### src/rtl/vga_write_arbiter.sv
// vga_write_arbiter: four-way round-robin arbiter for text-buffer write ports.
// A requester may lock the port for a burst of writes. Each accepted write is
// registered onto the buffer port one cycle after its ack.
// Writes to addresses above MAX_ADDR are acked and then dropped, and the
// sticky addr_err flag is set.
//   clk, rst      : clock, synchronous active-high reset
//   req[3:0]      : per-requester write request, held until acked
//   req_addr[47:0]: requester i address in bits [12i+11:12i]
//   req_data[63:0]: requester i data in bits [16i+15:16i]
//   req_lock[3:0] : requester i keeps the port after the current write
//   ack[3:0]      : combinational one-hot accept
//   vga_addr/vga_data/vga_we : registered buffer write port
//   busy          : port locked to one requester
//   addr_err      : sticky out-of-range write flag
//   wr_count      : saturating count of legal writes issued
module vga_write_arbiter #(
    parameter logic [11:0] MAX_ADDR = 12'd2399
) (
    input  logic        clk,
    input  logic        rst,
    input  logic [3:0]  req,
    input  logic [47:0] req_addr,
    input  logic [63:0] req_data,
    input  logic [3:0]  req_lock,
    output logic [3:0]  ack,
    output logic [11:0] vga_addr,
    output logic [15:0] vga_data,
    output logic        vga_we,
    output logic        busy,
    output logic        addr_err,
    output logic [15:0] wr_count
);

    localparam int unsigned N_REQ = 4;
    localparam int unsigned AW    = 12;
    localparam int unsigned DW    = 16;
    localparam int unsigned CW    = 16;

    typedef enum logic {ARB, LOCKED} state_t;

    state_t         state_q, state_d;
    logic [1:0]     rr_q, rr_d;
    logic [1:0]     owner_q, owner_d;
    logic           grant_vld;
    logic [1:0]     grant_idx;
    logic [1:0]     idx;
    logic [AW-1:0]  addr_arr [N_REQ];
    logic [DW-1:0]  data_arr [N_REQ];
    logic [AW-1:0]  sel_addr;
    logic [DW-1:0]  sel_data;
    logic           addr_legal;

    // Unpack the flat requester buses
    always_comb begin
        for (int k = 0; k < N_REQ; k++) begin
            addr_arr[k] = req_addr[k*AW +: AW];
            data_arr[k] = req_data[k*DW +: DW];
        end
    end

    // State register
    always_ff @(posedge clk) begin
        if (rst) begin
            state_q <= ARB;
            rr_q    <= 2'd0;
            owner_q <= 2'd0;
        end else begin
            state_q <= state_d;
            rr_q    <= rr_d;
            owner_q <= owner_d;
        end
    end

    // Grant selection and next-state logic
    always_comb begin
        state_d   = state_q;
        rr_d      = rr_q;
        owner_d   = owner_q;
        grant_vld = 1'b0;
        grant_idx = 2'd0;
        idx       = 2'd0;
        ack       = 4'b0000;
        case (state_q)
            ARB: begin
                // First requesting port at or after rr_ptr, wrapping 3 -> 0
                for (int k = 0; k < N_REQ; k++) begin
                    idx = rr_q + 2'(k);
                    if (!grant_vld && req[idx]) begin
                        grant_vld = 1'b1;
                        grant_idx = idx;
                    end
                end
                if (grant_vld) begin
                    if (req_lock[grant_idx]) begin
                        state_d = LOCKED;
                        owner_d = grant_idx;
                    end else begin
                        rr_d = grant_idx + 2'd1;
                    end
                end
            end
            LOCKED: begin
                if (req[owner_q]) begin
                    grant_vld = 1'b1;
                    grant_idx = owner_q;
                    if (!req_lock[owner_q]) begin
                        state_d = ARB;
                        rr_d    = owner_q + 2'd1;
                    end
                end else begin
                    // Owner walked away: release without a write
                    state_d = ARB;
                    rr_d    = owner_q + 2'd1;
                end
            end
            default: state_d = ARB;
        endcase
        if (rst) begin
            grant_vld = 1'b0;
        end
        if (grant_vld) begin
            ack = 4'b0001 << grant_idx;
        end
    end

    assign sel_addr   = addr_arr[grant_idx];
    assign sel_data   = data_arr[grant_idx];
    assign addr_legal = (sel_addr <= MAX_ADDR);
    assign busy       = (state_q == LOCKED);

    // Registered buffer write port, error flag and write counter
    always_ff @(posedge clk) begin
        if (rst) begin
            vga_addr <= '0;
            vga_data <= '0;
            vga_we   <= 1'b0;
            addr_err <= 1'b0;
            wr_count <= '0;
        end else begin
            vga_we <= grant_vld && addr_legal;
            if (grant_vld && addr_legal) begin
                vga_addr <= sel_addr;
                vga_data <= sel_data;
                if (wr_count != {CW{1'b1}}) begin
                    wr_count <= wr_count + CW'(1);
                end
            end
            if (grant_vld && !addr_legal) begin
                addr_err <= 1'b1;
            end
        end
    end

endmodule

### config.mk
export PLATFORM = sky130hd
export DESIGN_NAME = vga_write_arbiter
export DESIGN_NICKNAME = d
export VERILOG_FILES = /design/src/rtl/vga_write_arbiter.sv
export SDC_FILE = /design/constraint.sdc
export NUM_CORES = 1
export LEC_CHECK = 0
export ABC_CLOCK_PERIOD_IN_PS = 3000
export CAP_MARGIN = 20
export CORE_ASPECT_RATIO = 0.75
export CORE_UTILIZATION = 36
export CTS_CLUSTER_DIAMETER = 80
export DETAILED_ROUTE_END_ITERATION = 10
export DONT_BUFFER_PORTS = 1
export GPL_ROUTABILITY_DRIVEN = 0
export GPL_TIMING_DRIVEN = 0
export PLACE_DENSITY = 0.61
export SLEW_MARGIN = 20
export SYNTH_ARGS = -nofsm -noshare
export SYNTH_HDL_FRONTEND = slang
export SYNTH_SLANG_ARGS = --single-unit
### constraint.sdc
create_clock -name clk -period 3 [get_ports clk]
set_input_delay 0.6 -clock clk [delete_from_list [all_inputs] [get_ports clk]]
set_output_delay 0.6 -clock clk [all_outputs]
set_load 0.05 [all_outputs]
# Word-level counts from Yosys, hierarchy flattened
# Cells that the tools add are included.
# word_totals
reg_bits	51
inputBits	122
output_inout_bits	51
# classes
n_addsub	6
magnitude_cmp	8
n_eq_ne	4
n_shift	1
mux	49
bitwise	2
reduce_logical	12
# op_table
operator	n
16-bit binary-select mux with 2-bit select	1
16-bit 2-to-1 mux	2
12-bit binary-select mux with 2-bit select	1
12-bit 2-to-1 mux	2
1-bit 2-to-1 mux	21
2-bit 2-to-1 mux	10
2-bit by 3-bit less-than comparator with 1-bit output, second input constant	6
16-bit by 1-bit adder with 16-bit output, second input constant	1
16-bit != test, second input constant	1
1-bit binary-select mux with 2-bit select	7
12-bit <= comparator, second input constant	1
2-bit one-hot mux with 2 select lines	2
2-bit by 1-bit adder with 2-bit output, second input constant	3
3-bit AND reduction	2
1-bit logical AND	5
2-bit adder, second input constant	2
1-bit zero test	4
4-bit 2-to-1 mux	1
2-bit != test, second input constant	2
1-bit one-hot mux with 2 select lines	2
1-bit by 2-bit << shifter with 4-bit output, first input constant	1
3-bit greater-or-equal comparator, second input constant	1
3-bit != test, second input constant	1
2-bit NOT with 3-bit output	1
2 further kinds	2

# Longest topological paths before layout
# depth
word_depth	24
ltp_mapped	11
ltp_nobuf	8

# Worst setup path after synthesis
# OpenSTA, ideal clock, no wires.
# synth_timing
path_kind	reg-to-output
from	register state_q, in the netlist busy
to	output ack[2]
arrival_ns	3.136
required_ns	2.400
slack_ns	-0.736
path_stages_with_launch	7
n_path_buf	3
path_cell_list	dfxtp_1 > clkbuf_1 > nand3_1 > o41ai_4 > clkbuf_1 > clkbuf_1 > nor3b_1
# synth_between
elab_chain_len	4
elab_cells_between_ends	6
cone_classes	1 x shift; 4 x mux; 1 x bitwise
# synth_lines
element	line	text
start: declaration	41	state_t state_q, state_d;
start signal: assignment	68	state_q <= state_d;
1-bit NOT (no line)	n/a	
2-bit one-hot mux with 2 select lines / 1-bit one-hot mux with 2 select lines (equally long branches)	83	case (state_q)
1-bit by 2-bit << shifter with 4-bit output / 1-bit 2-to-1 mux (equally long branches)	122, 118	
4-bit 2-to-1 mux *	121	if (grant_vld) begin
end: declaration	25	output logic [3:0] ack,
# Every way passes the cells marked *; elsewhere a longest branch is shown, timed or not.

# Worst setup path in the final report
# layout_timing
from	register rr_q[1]
to	output ack[3]
# layout_between
elab_chain_len	19
elab_cells_between_ends	35
cone_classes	3 x add/sub; 1 x shift; 25 x mux; 6 x reduce/logical
# layout_lines
element	line	text
start: declaration	42	logic [1:0] rr_q, rr_d;
start signal: assignment	69	rr_q <= rr_d;
1-bit binary-select mux with 2-bit select	88	if (!grant_vld && req[idx]) begin
1-bit 2-to-1 mux (not written as such)	88	
1-bit 2-to-1 mux	88	
1-bit 2-to-1 mux	83	
1-bit zero test	88	
1-bit logical AND	88	
1-bit 2-to-1 mux	88	
1-bit 2-to-1 mux	83	
[3 not listed]	n/a	
1-bit 2-to-1 mux	83	
1-bit zero test	88	
1-bit logical AND	88	
2-bit 2-to-1 mux / 1-bit 2-to-1 mux (equally long branches)	88	
2-bit 2-to-1 mux / 1-bit 2-to-1 mux (equally long branches)	83	
2-bit one-hot mux with 2 select lines / 1-bit one-hot mux with 2 select lines (equally long branches)	83	
1-bit by 2-bit << shifter with 4-bit output / 1-bit 2-to-1 mux (equally long branches)	122, 118	
4-bit 2-to-1 mux *	121	
# Every way passes the cells marked *; elsewhere a longest branch is shown, timed or not. The select of a mux whose other input is x is not followed.

==> impl_metrics.ini <==
[placed_design]
hpwlAfterDp_um = 8077
place_ws_ns = -0.7939
portBuffers = 0
placedCellCount = 536

[synthesis]
synth_edf_count = 0
synth_area_leader_cell = dfxtp_1
synth_warnings = 0
synth_top_area_frac = 0.3057
ys_seq_area_frac = 0.3057
netlist_instances = 424
async_flop_share = 0
synth-simple-area-share = 0.2593
synth-compound-area-share = 0.2510
synth-xor-area-share = 0.01049
yosys_register_bits = 51
syn_nets = 547
synth.distinct_cells = 55
avgSynthCellArea_sq_um = 7.876
dominantRegCellSynth = dfxtp_1
syn_area_sq_mm = 0.003339
synth_top_family_by_area = simple AND/OR/NAND/NOR gates
synth_area_leaders = dfxtp_1 (31%), mux2i_1 (10%), nand2_1 (8.3%)
synth-adder-area-share = 0.003747
yosys-mux-area-fraction = 0.1251

[critical_path]
rr_endpoint = wr_count[8]$_SDFFE_PP0P_
r2r-start = rr_q[1]$_SDFFE_PP0P_
arrival_ns = 2.33
critical_path.startpoint_type = register
cp-end-kind = output port
r2r.worst_path.cells = 10
worst_ep_required_time_ns = 2.40
path_max_fanout = 8
reg2reg_setup_slack_ns = 0.13
crit_type = reg -> out

[global_route]
gr-usage-all-layers = 0.2158
grt_max_degree = 20
grt_pass1_wl_um = 16260
overflow = 0
grt_pass1_vias = 3248
antenna_found_initial = 0

[clock_network]
clkTransAtPathRegs_ns = 0.07
hold_buffers = 0
numCtsBuffers = 5
cts_max_level = 2
clock_path_buffers = 2
clk-insertion-delay-late_ns = 0.29
cts_root_buf = clkbuf_16
cts_tree = yes
numClockSinks = 51

[power]
switching_share = 0.5064
ir_worst_vdd_mv = 0.3795
clockPowerShare = 0.139
powerDensity_mw_per_mm2 = 1060
p_leak_nw = 1.464
pwr-share-seq = 0.361
power.switching_mw = 2.149
p_int_mw = 2.095
comb_power_share = 0.499

[floorplanning]
core_area_sq_mm = 0.009009
rows = 30
pin_count = 173
die_area_sq_mm = 0.009670
start_util = 0.3707
die_x_um = 113.2
die_h_um = 85.41

[sta]
rsz0062_at_grt = true
maxSlewViolCount = 0
skew_ns = 0.005959
hold_viol = 0
timing.final.crit_share = 0.9777
setup_viol = 0
setup_slack_ns = 0.06690
fmax_mhz = 340.9
period_needed_ns = 2.933
worstMarginPinSlew_ns = 0.7907
max_slew_margin = 0.4728

[final_layout]
final_layout_size_suffix_gt1_frac = 0.1540
final_nets = 570
syn2layout_area_growth_pct = 19.90
instances_no_fill = 560
antenna_cells = 0

[min_path]
hold_depth = 2
min_from = owner_q[1]$_SDFFE_PP0P_
min_to = owner_q[1]$_SDFFE_PP0P_
hp-class = reg -> reg

[drt]
ant_nets = 0
num_vias = 3292
drt-initial-drc-count = 166
vias_per_cell = 5.879
drt_first_pass_iters = 4
wl_um = 10630
post_drt_wl_per_cell_um = 18.97
drc = 0

[status]
status = finished, final reports clean

[job]
maxCapViolations = 0
-- per-layer routing --
layer | vias up | GRT usage | wire, um
met1 | 1543 | 0.2718 | 4689
met5 | - | 0 | 0
li1 | 1584 | - | -
met4 | 0 | 0.08852 | 224
met3 | 17 | 0.05000 | 805
met2 | 148 | 0.3564 | 4905
-- stage by stage --
stage                     hold slack, ns  total power [mW]  cell area, sq um  setup TNS, ns  utilization
after global placement            0.6017             3.270              3515         -13.45       0.3901
after global routing              0.5481             4.497              4004       -0.01610       0.4444
after CTS                         0.5219             4.173              3911       -0.02117       0.4342
final                             0.5200             4.244              4004              0       0.4444
after detailed placement          0.6212             3.309              3515         -17.64       0.3901
after floorplan                   0.5552             2.879              3374              0            -
-- area by class of cell --
class                           count  area (sq um)
Fill cell                         913          5005
Tap cell                          112         140.1
Sequential cell                    51          1031
Timing Repair Buffer               19         167.7
Buffer                             27         205.2
Clock buffer                        5         125.1
Inverter                            7         26.28
Clock inverter                      3         23.77
Multi-Input combinational cell    336          2285
-- worst max path at each step --
stage,from,endpoint,cells after the start
2_1_floorplan,req[1],ack[1],6
3_3_place_gp,req[1],ack[0],7
3_5_place_dp,req[2],ack[0],7
4_1_cts,rr_q[1]$_SDFFE_PP0P_,ack[3],7
5_1_grt,rr_q[1]$_SDFFE_PP0P_,ack[3],7
6_report,rr_q[1]$_SDFFE_PP0P_,ack[3],7
-- logic make-up (layout without fill, tap and decap cells) --
family / count (synthesis) / after routing
multiplexers: 40 / 40
AND/OR/NAND/NOR: 184 / 184
AO/OA/AOI/OAI: 107 / 107
buffers and inverters: 37 / 61
adder cells (fa/ha/maj): 1 / 1
XOR/XNOR: 4 / 4
flip-flops: 51 / 51
-- sequential cells by signal, summed over array words and instances, names as in the netlist --
signal / flops
busy: 1
wr_count: 16
addr_err: 1
vga_addr: 12
vga_data: 16
owner_q: 2
rr_q: 2
vga_we: 1
-- cells in the mapped netlist (4+ instances only) --
| library cell | number |
|---|---|
| nor2_1 | 40 |
| and2_0 | 5 |
| dfxtp_1 | 51 |
| inv_1 | 6 |
| clkbuf_1 | 26 |
| nand2_1 | 74 |
| and2_1 | 24 |
| a21oi_1 | 14 |
| and3_1 | 4 |
| nand3_1 | 12 |
| o21ai_0 | 7 |
| a31oi_1 | 26 |
| mux2i_1 | 35 |
| nand4_1 | 5 |
| a211oi_1 | 27 |
| nor3_1 | 4 |
| a21o_1 | 6 |
-- power by group through the flow --
stage / Clock (mW) / Sequential (mW) / Combinational [mW]
3_3_place_gp: 0 / 1.52 / 1.75
6_report: 0.592 / 1.53 / 2.12
2_1_floorplan: 0 / 1.47 / 1.41
4_1_cts: 0.606 / 1.52 / 2.04
5_1_grt: 0.636 / 1.55 / 2.31
3_5_place_dp: 0 / 1.52 / 1.79
-- worst max-delay path, cell delays in order, from the launching register on --
cell and delay (ns):
dfxtp_2 0.32, buf_6 0.14, mux2i_4 0.26, o22ai_4 0.12, o31a_4 0.34, clkbuf_16 0.16, clkbuf_16 0.15, nor3b_4 0.54
-- layout by cell type (no fill, tap or decap), types with 3 or more instances in the layout --
cell | netlist | final
and3_1 | 4 | 4
dfxtp_1 | 51 | 47
clkbuf_16 | 0 | 7
nor2_1 | 40 | 40
mux2_2 | 3 | 3
a31oi_1 | 26 | 26
nor2b_1 | 3 | 3
and2_1 | 24 | 24
a31o_2 | 3 | 3
nand3_1 | 12 | 12
nor3b_4 | 0 | 3
a211oi_1 | 27 | 27
buf_6 | 0 | 4
buf_4 | 2 | 19
nand2_1 | 74 | 74
nand3b_1 | 3 | 3
xnor2_1 | 3 | 3
nand4_1 | 5 | 5
a21oi_1 | 14 | 14
a2111oi_4 | 3 | 3
inv_1 | 6 | 6
clkbuf_1 | 26 | 16
mux2i_1 | 35 | 34
a21o_1 | 6 | 6
and2_0 | 5 | 5
o21ai_0 | 7 | 7
-- timing repair --
action,CTS,global route
pin swaps,6,11
setup buffers,11,8
resized for setup,36,10
endpoints found under the setup margin,48,29
Note: power is estimated with default switching activity, not from simulation.
